[config.mk]
export PLATFORM = sky130hd
export DESIGN_NAME = exec_mulx_seq
export DESIGN_NICKNAME = d
export VERILOG_FILES = /design/src/rtl/exec_mulx_seq.sv
export SDC_FILE = /design/constraint.sdc
export NUM_CORES = 1
export LEC_CHECK = 0
export BUFFER_PORTS_ARGS = -buffer_cell sky130_fd_sc_hd__buf_2
export CAP_MARGIN = 20
export CORE_MARGIN = 2
export CORE_UTILIZATION = 35
export DETAILED_ROUTE_END_ITERATION = 6
export PLACE_DENSITY = 0.51
export RECOVER_POWER = 50
export SETUP_SLACK_MARGIN = 0.4
export SLEW_MARGIN = 20
export SYNTH_ARGS = -nofsm -noshare
export SYNTH_HDL_FRONTEND = slang
export SYNTH_SLANG_ARGS = --single-unit
[constraint.sdc]
create_clock -name clk_i -period 8.65 [get_ports clk_i]
set_clock_uncertainty 0.2 [all_clocks]
set_input_delay 1.73 -clock clk_i [delete_from_list [all_inputs] [get_ports clk_i]]
set_output_delay 1.73 -clock clk_i [all_outputs]
set_load 0.02 [all_outputs]
[src/rtl/exec_mulx_seq.sv]
`default_nettype none
// +----------------------------------------------------------------------------+
// | exec_mulx_seq: multi-cycle signed/unsigned multiplier, low/high select     |
// | rev 1.0                                                                    |
// +----------------------------------------------------------------------------+
module exec_mulx_seq #(
  parameter int W_OPR          = 32,
  parameter int BITS_PER_CYCLE = 1,
  parameter int W_FLAGS        = 4
) (
  input  logic               clk_i,
  input  logic               rst_i,
  input  logic               start_i,
  input  logic [1:0]         mode_i,
  input  logic [W_OPR-1:0]   opr0_i,
  input  logic [W_OPR-1:0]   opr1_i,
  input  logic               flush_i,
  output logic               ready_o,
  output logic               valid_o,
  output logic [W_OPR-1:0]   result_o,
  output logic [W_FLAGS-1:0] flags_o
);

  localparam int c_iters = W_OPR / BITS_PER_CYCLE;
  localparam int c_cnt_w = $clog2(c_iters + 1);
  localparam int c_w_p   = 2 * W_OPR;
  localparam logic [c_cnt_w-1:0] c_cnt_last = c_cnt_w'(c_iters - 1);

  localparam logic [1:0] c_st_idle = 2'd0;
  localparam logic [1:0] c_st_calc = 2'd1;
  localparam logic [1:0] c_st_fix  = 2'd2;
  localparam logic [1:0] c_st_done = 2'd3;

  logic [1:0]         state_q, state_d;
  logic [c_cnt_w-1:0] cnt_q, cnt_d;
  logic [c_w_p-1:0]   mcand_q, mcand_d;
  logic [W_OPR-1:0]   mplr_q, mplr_d;
  logic [c_w_p-1:0]   acc_q, acc_d;
  logic               neg_q, neg_d;
  logic [1:0]         mode_q, mode_d;
  logic               valid_q, valid_d;
  logic [W_OPR-1:0]   result_q, result_d;
  logic [W_FLAGS-1:0] flags_q, flags_d;

  logic               w_accept;
  logic               w_zero_opr;
  logic [W_OPR-1:0]   w_mag0, w_mag1;
  logic [c_w_p-1:0]   w_pp;
  logic [W_OPR-1:0]   w_hi, w_lo, w_res;
  logic               w_carry;
  logic [W_FLAGS-1:0] w_flags;

  assign w_accept   = (state_q == c_st_idle) && start_i && !flush_i;
  assign w_zero_opr = (opr0_i == '0) || (opr1_i == '0);
  // Magnitudes stay W_OPR-bit unsigned, so the most negative input maps to 2^(W_OPR-1).
  assign w_mag0 = (mode_i[0] && opr0_i[W_OPR-1]) ? -opr0_i : opr0_i;
  assign w_mag1 = (mode_i[0] && opr1_i[W_OPR-1]) ? -opr1_i : opr1_i;

  always_comb begin
    w_pp = '0;
    for (int i = 0; i < BITS_PER_CYCLE; i++) begin
      if (mplr_q[i]) w_pp = w_pp + (mcand_q << i);
    end
  end

  assign w_hi  = acc_q[c_w_p-1:W_OPR];
  assign w_lo  = acc_q[W_OPR-1:0];
  assign w_res = mode_q[1] ? w_hi : w_lo;

  always_comb begin
    case (mode_q)
      2'b00:   w_carry = (w_hi != '0);
      2'b01:   w_carry = (w_hi != {W_OPR{w_lo[W_OPR-1]}});
      default: w_carry = 1'b0;
    endcase
    w_flags = {(mode_q == 2'b01) && w_carry, w_res[W_OPR-1], w_res == '0, w_carry};
  end

  always_ff @(posedge clk_i) begin
    if (rst_i) state_q <= c_st_idle;
    else       state_q <= state_d;
  end

  always_comb begin
    state_d = state_q;
    case (state_q)
      c_st_idle: if (w_accept) state_d = w_zero_opr ? c_st_done : c_st_calc;
      c_st_calc: begin
        if (flush_i)                  state_d = c_st_idle;
        else if (cnt_q == c_cnt_last) state_d = c_st_fix;
      end
      c_st_fix:  state_d = flush_i ? c_st_idle : c_st_done;
      default:   state_d = c_st_idle;
    endcase
  end

  always_comb begin
    ready_o = (state_q == c_st_idle);
  end

  always_comb begin
    cnt_d    = cnt_q;
    mcand_d  = mcand_q;
    mplr_d   = mplr_q;
    acc_d    = acc_q;
    neg_d    = neg_q;
    mode_d   = mode_q;
    valid_d  = 1'b0;
    result_d = result_q;
    flags_d  = flags_q;
    case (state_q)
      c_st_idle: if (w_accept) begin
        mode_d  = mode_i;
        neg_d   = mode_i[0] && (opr0_i[W_OPR-1] ^ opr1_i[W_OPR-1]);
        mcand_d = {{W_OPR{1'b0}}, w_mag0};
        mplr_d  = w_mag1;
        acc_d   = '0;
        cnt_d   = '0;
      end
      c_st_calc: if (!flush_i) begin
        acc_d   = acc_q + w_pp;
        mcand_d = mcand_q << BITS_PER_CYCLE;
        mplr_d  = mplr_q >> BITS_PER_CYCLE;
        cnt_d   = cnt_q + c_cnt_w'(1);
      end
      c_st_fix: if (!flush_i && neg_q) acc_d = -acc_q;
      default: if (!flush_i) begin
        valid_d  = 1'b1;
        result_d = w_res;
        flags_d  = w_flags;
      end
    endcase
  end

  always_ff @(posedge clk_i) begin
    if (rst_i) begin
      cnt_q    <= '0;
      mcand_q  <= '0;
      mplr_q   <= '0;
      acc_q    <= '0;
      neg_q    <= 1'b0;
      mode_q   <= 2'b00;
      valid_q  <= 1'b0;
      result_q <= '0;
      flags_q  <= '0;
    end else begin
      cnt_q    <= cnt_d;
      mcand_q  <= mcand_d;
      mplr_q   <= mplr_d;
      acc_q    <= acc_d;
      neg_q    <= neg_d;
      mode_q   <= mode_d;
      valid_q  <= valid_d;
      result_q <= result_d;
      flags_q  <= flags_d;
    end
  end

  assign valid_o  = valid_q;
  assign result_o = result_q;
  assign flags_o  = flags_q;

endmodule
`default_nettype wire

==> flow_summary_export.csv <==
group,metric,value,unit
synth,synth_top_family_by_area,"simple AND/OR/NAND/NOR gates",
setup_path,slowest_stage,"clkbuf_1",
finish,fin_cells,2868,
synth,synth_compound_area_share,26.3,%
finish,drive_gt1_share,7.29,%
clock_network,cts_sinks,207,
status,status,"complete, but fails checks",
setup_path,start_kind,"input pin",
timing,hold_viol,0,
routing,wl,57200,um
timing,max_freq,163,MHz
setup_path,slowest_delay,2750,ps
routing,remaining_drc_errors,0,
clock_network,numCtsBuffers,28,
timing,drv_slew,139,
place,placement.io_buffers,107,
global_route,grt_pass1_vias,15500,
timing,setup_violations,0,
global_route,antenna_found_initial,9,
run,drv_cap,2,
place,gp_congestion,0.964,
hold_path,holdCritPathClass,"reg2reg",
pwr,seqPwrFrac,36.8,%
timing,tns,0,ps
die,ios,108,
global_route,grt_pass1_wl,89800,um
synth,ys_ff_latch,207,
clock_network,cts_tree,"done",
die,core_area,45200,um^2
die,fp.dieArea,47300,um^2
synth,synthXorXnorAreaFrac,6.92,%
place,placed_area,16800,um^2
status,violations,"capacitance limit, slew limit",
routing,drtAntennaViolNets,0,
synth,synth_most_common_cell,"nand2_1",
setup_path,crit_required,8880,ps
pwr,power.leakage,6.73,nW
clock_network,cts.path.max_buffers,3,
pwr,p_sw,0.891,mW
synth,syn_area,16000,um^2
routing,drt_iter0_markers,1300,
synth,synth.area.top_cells,"dfxtp_1, nand2_1, a21oi_1",
timing,rsz0062_at_grt,"false",
setup_path,critPathBufInv,3,
timing,slew_headroom,-158,%
pwr,worst_ir_drop_vdd,117,uV
synth,synth.area.mux_share,2.53,%
clock_network,cts_repair_resize_count,0,
synth,yosysWarnings,0,
setup_path,ff2ff_path_depth,9,
timing,tightest_slew,3870,ps
global_route,track_usage,23.6,%
pwr,p_clk_share,43.8,%
synth,ys_seq_area_share,26.0,%
routing,vias_per_cell,5.79,
pwr,p_int,1.88,mW
place,dp_hpwl,42500,um
synth,synth_largest_area_cell,"dfxtp_1",
synth,synthAdderAreaFrac,5.77,%
global_route,grt_overflow,0,
setup_path,crit_cells,6,
synth,synth_ff_type,"dfxtp_1",
synth,synth_top_area_share,26.0,%
pwr,switching_share,32.1,%
clock_network,ctsRootBufferMaster,"clkbuf_16",
setup_path,cp_cell_sequence,"buf_6 -> clkbuf_1 -> buf_4 -> a21oi_1 -> nand4b_1 -> o211ai_1",
clock_network,clk_latency,570,ps
die,start_util,35.3,%
clock_network,cts_hold_buf,0,
synth,synth_common_cells,"nand2_1, a21oi_1, dfxtp_1, nor2_1, o21ai_0",
routing,drt_pass1_iterations,7,
finish,nets,2383,
finish,areaGrowthSynthToFinish,11.1,%
synth,syn_inst,2247,
routing,wl_per_cell,19.9,um
synth,synth_edf_count,0,
die,num_rows,78,
finish,final_area,17700,um^2
setup_path,crit_path_end_kind,"register",
pwr,powerDensity,156,nW/um^2
synth,synth.avg_cell_area,7.10,um^2
setup_path,critical_path.top_delay_family,"buffers and inverters",
global_route,grt_max_degree,126,
setup_path,critPathKind,"in2reg",
place,dp_cells,2810,
hold_path,whs_path_depth,2,
clock_network,cts.clk_slew.worst_paths,60,ps
routing,vias,16600,
pwr,p_comb_share,19.4,%
clock_network,ctsHtreeMaxLevel,1,
setup_path,worstPathArrival,6360,ps
synth,yosys.area_share.simple,27.7,%
synth,synth.distinct_cells,80,
die,die_x,218,um
die,die_h,218,um
finish,fillers,4797,
timing,min_period,6130,ps
synth,synth_nets,2390,
clock_network,cts_setup_buffers,0,
setup_path,cp_max_fo,75,
timing,period_share,70.9,%
synth,async_flop_share,0,%
-- placed cells by master, fill, tap and decap left out, types with 24 or more instances in the layout --
cell type | netlist | routed
nand2_1 | 330 | 330
or3_1 | 34 | 34
clkbuf_1 | 142 | 44
xnor2_1 | 61 | 61
buf_2 | 2 | 69
nand4_1 | 41 | 41
nand3_1 | 68 | 68
clkbuf_16 | 0 | 29
a22oi_1 | 24 | 24
nor3_1 | 59 | 59
xor2_1 | 65 | 65
ha_1 | 72 | 71
a31oi_1 | 26 | 26
a211oi_1 | 44 | 44
a21oi_1 | 244 | 243
inv_1 | 36 | 36
nor4_1 | 33 | 33
dfxtp_1 | 207 | 206
and2_1 | 76 | 76
a21o_1 | 41 | 41
mux2i_1 | 38 | 38
o21ai_0 | 161 | 160
nor2_1 | 175 | 175
-- state kept, by name, indices dropped and copies added, names as in the netlist --
name,count
flags_o,4
mplr_q,32
mcand_q,64
result_o,31
valid_o,1
neg_q,1
cnt_q,6
acc_q,64
mode_q,2
state_q,2
-- power by group through the flow --
| stage | clock network [mW] | logic (mW) | registers, mW |
|---|---|---|---|
| final | 1.22 | 0.538 | 1.02 |
| after detailed placement | 0 | 0.535 | 1.04 |
| after CTS | 1.24 | 0.536 | 1.02 |
| after floorplan | 0 | 0.374 | 1.03 |
| after global routing | 1.27 | 0.597 | 1.02 |
| after global placement | 0 | 0.530 | 1.04 |
-- metrics by stage --
stage	utilization [%]	hold slack (ps)	setup slack [ps]	power, mW
5_1_grt	39.2	275	2200	2.90
6_report	39.2	253	2520	2.77
3_5_place_dp	37.2	246	3680	1.57
2_1_floorplan	-	227	4410	1.41
4_1_cts	39.3	256	4120	2.79
3_3_place_gp	37.2	240	3690	1.57
-- final cells by class --
class                   count  area (um^2)  area share (%)
diodes                      6         15.0          0.0847
inverters                  37          139           0.784
well taps                 600          751            4.24
multi-input cells        1841        11100            62.6
clock buffers              42          855            4.82
repair buffers            125          627            3.54
flip-flops and latches    207         4150            23.4
clock inverters            10          104           0.586
-- cells by family after synthesis --
| group | after synthesis |
|---|---|
| and+or+nand+nor | 917 |
| DFF | 207 |
| buffers and inverters | 199 |
| adders and majority gates | 73 |
| xor gates and xnor gates | 126 |
| muxes | 40 |
| AOI/OAI and AO/OA | 685 |
-- layer usage --
metal,track usage [%],vias to the layer above,wire length [um]
met4,7.56,6,1680
met2,37.4,604,25100
met3,4.53,106,4670
met1,32.2,7773,25700
li1,-,8119,-
met5,0,-,41
-- worst register-to-register path, cell delays in order, from the launching register on --
cell and delay [ps]:
dfxtp_1 390, inv_1 110, ha_4 210, buf_6 280
nand2b_1 270, nand2_1 70, nand2_1 900, clkbuf_1 2100
o21ai_0 750, a21oi_1 280
-- path summary, 6_finish.rpt --
| kind | from | endpoint | slack, ps |
|---|---|---|---|
| setup reg to reg | state_q[1] | cnt_q[5] | 2990 |
| hold reg to reg | mplr_q[20] | mplr_q[20] | 250 |
| setup / recovery | rst_i | acc_q[40] | 2520 |
| hold / removal | mplr_q[20] | mplr_q[20] | 250 |
(Power assumes the default switching activity.)
